**config.mk**
```make
export PLATFORM = sky130hd
export DESIGN_NAME = reg_file_flags
export DESIGN_NICKNAME = d
export VERILOG_FILES = /design/src/rtl/reg_file_flags.sv
export SDC_FILE = /design/constraint.sdc
export NUM_CORES = 1
export LEC_CHECK = 0
export CORE_UTILIZATION = 50
export DETAILED_ROUTE_END_ITERATION = 10
export DONT_BUFFER_PORTS = 1
export GPL_TIMING_DRIVEN = 0
export SLEW_MARGIN = 15
export SYNTH_ARGS = -nofsm -noshare
export SYNTH_HDL_FRONTEND = slang
export SYNTH_SLANG_ARGS = --single-unit
export TNS_END_PERCENT = 30
```
**constraint.sdc**
```tcl
create_clock -name clk -period 4.6 [get_ports clk]
set_clock_uncertainty 0.05 [all_clocks]
set_input_delay 0.92 -clock clk [delete_from_list [all_inputs] [get_ports clk]]
set_output_delay 0.92 -clock clk [all_outputs]
set_load 0.05 [all_outputs]
```
**src/rtl/reg_file_flags.sv**
```systemverilog
// Register file and architectural flags for the 8-bit ALU datapath.
// Two async read ports with write forwarding, one sync write port.
module reg_file_flags #(
    parameter int W  = 8,
    parameter int AW = 3
) (
    input  logic          clk,
    input  logic          reset_n,
    input  logic [AW-1:0] rd_addr_a,
    input  logic [AW-1:0] rd_addr_b,
    output logic [W-1:0]  dat_a_o,
    output logic [W-1:0]  dat_b_o,
    input  logic          wr_en,
    input  logic [AW-1:0] wr_addr,
    input  logic [W-1:0]  wr_dat,
    input  logic          flag_we,
    input  logic          sc_i,
    input  logic          zero_i,
    input  logic          pari_i,
    input  logic          carry_set,
    input  logic          carry_clr,
    output logic          carry_o,
    output logic          zero_o,
    output logic          pari_o
);

    localparam int NREG = 2 ** AW;

    logic [W-1:0] regs [NREG];
    logic         fwd_a;
    logic         fwd_b;
    logic         carry_q;
    logic         zero_q;
    logic         pari_q;

    always_ff @(posedge clk) begin
        if (!reset_n) begin
            for (int i = 0; i < NREG; i++) begin
                regs[i] <= '0;
            end
        end else if (wr_en) begin
            regs[wr_addr] <= wr_dat;
        end
    end

    // Bypass is suppressed during reset so the zeroed array is visible.
    always_comb begin
        fwd_a   = wr_en && reset_n && (wr_addr == rd_addr_a);
        fwd_b   = wr_en && reset_n && (wr_addr == rd_addr_b);
        dat_a_o = fwd_a ? wr_dat : regs[rd_addr_a];
        dat_b_o = fwd_b ? wr_dat : regs[rd_addr_b];
    end

    always_ff @(posedge clk) begin
        if (!reset_n) begin
            carry_q <= 1'b0;
            zero_q  <= 1'b0;
            pari_q  <= 1'b0;
        end else begin
            if (carry_clr) begin
                carry_q <= 1'b0;
            end else if (carry_set) begin
                carry_q <= 1'b1;
            end else if (flag_we) begin
                carry_q <= sc_i;
            end
            if (flag_we) begin
                zero_q <= zero_i;
                pari_q <= pari_i;
            end
        end
    end

    assign carry_o = carry_q;
    assign zero_o  = zero_q;
    assign pari_o  = pari_q;

endmodule

```
==> results.md <==
- Cts hold-fix bufs: 0
- Clk pwr share: a little over a third
- Initial Util: 52.98%
- Worst Path Max Fanout: 10
- Initial antenna violation count: 0
- Cts repair resizes: 0
- Sw Ratio: 27.29%
- Clock sink count: between 60 and 70
- Row count: 31
- P_leak: about 1.5 nW
- Port Buffers: 0
- Area Growth Syn to Fin: 8.671%
- Final Hold Viols: 0
- Max Clk Rate: 252.7 MHz
- Routed length on met3: 475 um
- # fillers: 608
- Layout cells sized above 1: 22.61%
- Sequential share of the synthesized area: slightly above 50%
- Vias per cell: 6.036
- Tcrit/Tclk final: 86.02%
- Die area: around 8000 um^2
- CTS root buf: clkbuf_8
- CTS tree: done
- Post-route ant nets: 0
- First-pass GRT wire length: 13,480 um
- Seq cells post-synth: 67
- Metal2 WL: ~4300 um
- Global placer's final weighted congestion: 0.7205
- DR top layer: met4
- Setup Total Neg Slack: 0 ns
- Crit-path cells: clkbuf_1 > clkbuf_1 > mux4_1 > mux2_2 > mux2_2
- Max-Slew Margin vs Limit: 31.35%
- Mapped Area: 3925 um^2
- CP max stage delay: roughly 0.55 ns
- Outcome: completed
- Reg area: 1982 um^2
- Congestion Overflow GR: 0
- Avg WL per Cell: 24.17 um
- Netlist cell types: 23
- Cell-internal power: 1.106 mW
- H-Tree Depth: 3
- CP Data Arrival Time: 2.99 ns
- DR vias: 2,173
- Total wire length: 8702 um
- NumNets Final: 282
- Max_cap viols: 0
- Cells after Synth: 245
- Vert. Die Dim: 90.60 um
- Num ports: 45
- Syn_nets: 271
- Worst setup EP type: output port
- Number of DRC markers in iteration 0: ~180
- Pin count of the biggest net entering global routing: 13
- Post-route minimum period: 3.957 ns
- Pwr/cell area: 356.7 nW/um^2
- Maximum buffer depth of the clock tree: 2
- CP max stage cell: clkbuf_1
- Core area: 7408 um^2
- # setup viols final: 0
- TritonRoute pass-1 iters: 4
- Sequential Power Share: 47.8%
- Yosys warns: 0
- CP Launch Type: input port
- Post-DP Area: 4049 um^2
- RSZ-0062 raised after global routing: no
- WP data required: 3.63 ns
- Slew @ Worst Pin: about 1.0 ns
- Switching power: 0.4153 mW
- M1 WL: 3838 um
- Highest-count cells in the layout ignoring fill and taps: 64 x and2_1, 64 x edfxtp_1, 32 x mux2_2, 27 x mux4_1, 9 x clkbuf_8
- Fin area: 4265 um^2
- Multi-input logic area: 1839 um^2
- Die width: roughly 91 um
- Post-DP HPWL: 6096 um
- Combinational share of power: approximately 17%
- Worst-path clk slew: around 0.07 ns
- Post-layout util: 57.57%
- Num CTS Buffers: 9
- Vias in the first global route: 2,319
- # DRC: 0
- # Post-CTS Setup Buffers: 0
- Setup Crit Path Kind: input port to output port
- Syn Area/Cell: 16.02 um^2
- Final Max Tran Viols: 0
- Peak supply drop: 0.0001691 V
- Number of diodes: 0
- Total track usage: 23.31%
- Hold WC Path Type: input port to register
- Clk Latency, worst-skew pair: 0.35 ns
flip-flops by register name, indices dropped and copies added, names as in the netlist:
name	count
zero_o	1
regs	64
pari_o	1
carry_o	1
worst paths after layout:
check	start	endpoint	slack, ns	cells after the start
worst max-delay path	rd_addr_b[1]	dat_b_o[6]	0.64	5
worst max register to register	carry_o	carry_o	3.44	3
worst min register to register	pari_o	pari_o	0.73	2
worst min-delay path	carry_clr	carry_o	0.58	1
synthesized netlist by cell type:
master / count / area share [%]
xor2_1: 6 / 1.3
o21ai_0: 6 / 0.77
mux2_2: 32 / 9.2
clkbuf_1: 7 / 0.67
nand2_1: 2 / 0.19
dfxtp_1: 3 / 1.5
nand2b_1: 4 / 0.64
nand3_1: 1 / 0.13
mux4_1: 27 / 18
mux2i_1: 2 / 0.51
nand3b_1: 1 / 0.19
nor3b_1: 1 / 0.19
nor4_4: 2 / 1.1
buf_1: 1 / 0.096
buf_6: 3 / 0.86
mux4_2: 5 / 2.9
a211oi_1: 1 / 0.19
edfxtp_1: 64 / 49
and2_1: 64 / 10
nor2b_1: 3 / 0.48
nor3_1: 2 / 0.26
buf_12: 2 / 1.0
nor2_1: 6 / 0.57
worst max-delay path: cells and delay by family:
family	cells	cell delay (ns)
buffers and inverters	2	0.92
muxes	3	1.14
per-stage QoR:
stage                     cells  power [mW]  hold WS [ns]  worst slack [ns]
final                       360       1.522        0.5845            0.6432
after CTS                   360       1.528        0.5712            0.5795
after detailed placement    344      0.9988        0.7248            0.5821
after floorplan             245      0.9512        0.6930             1.164
after global routing        360       1.570        0.5784            0.5170
after global placement      344      0.9955        0.7105            0.5591
power by group through the flow:
stage                     Clock (mW)  Combinational (mW)  Sequential, mW
final                          0.539               0.256           0.727
after global routing           0.569               0.269           0.732
after CTS                      0.543               0.258           0.727
after detailed placement           0               0.258           0.741
after global placement             0               0.257           0.738
after floorplan                    0               0.218           0.733
cell type report:
type / count / share of cell area [%]
clock buffer: 9 / 2.904
clock inverter: 7 / 2.171
sequential: 67 / 46.47
multi-input combinational: 165 / 43.12
tap: 99 / 2.904
buffer: 13 / 2.435
cells by family (layout without fill, tap and decap cells):
logic type                Yosys count  in the layout  share of synthesized area, %
and+or+nand+nor                    86             86                         13.93
buffers and inverters              13             29                         2.646
AOI/OAI and AO/OA                   7              7                        0.9564
xor gates and xnor gates            6              6                         1.339
DFF                                67             67                         50.49
muxes                              66             66                         30.63
metal layers:
layer  GRT usage [%]  vias to the layer above
li1                -                      996
met5               0                        -
met3           5.219                       13
met2           37.82                       68
met4           7.661                        0
met1           31.17                     1096
Power figures use the tool's default switching activity.
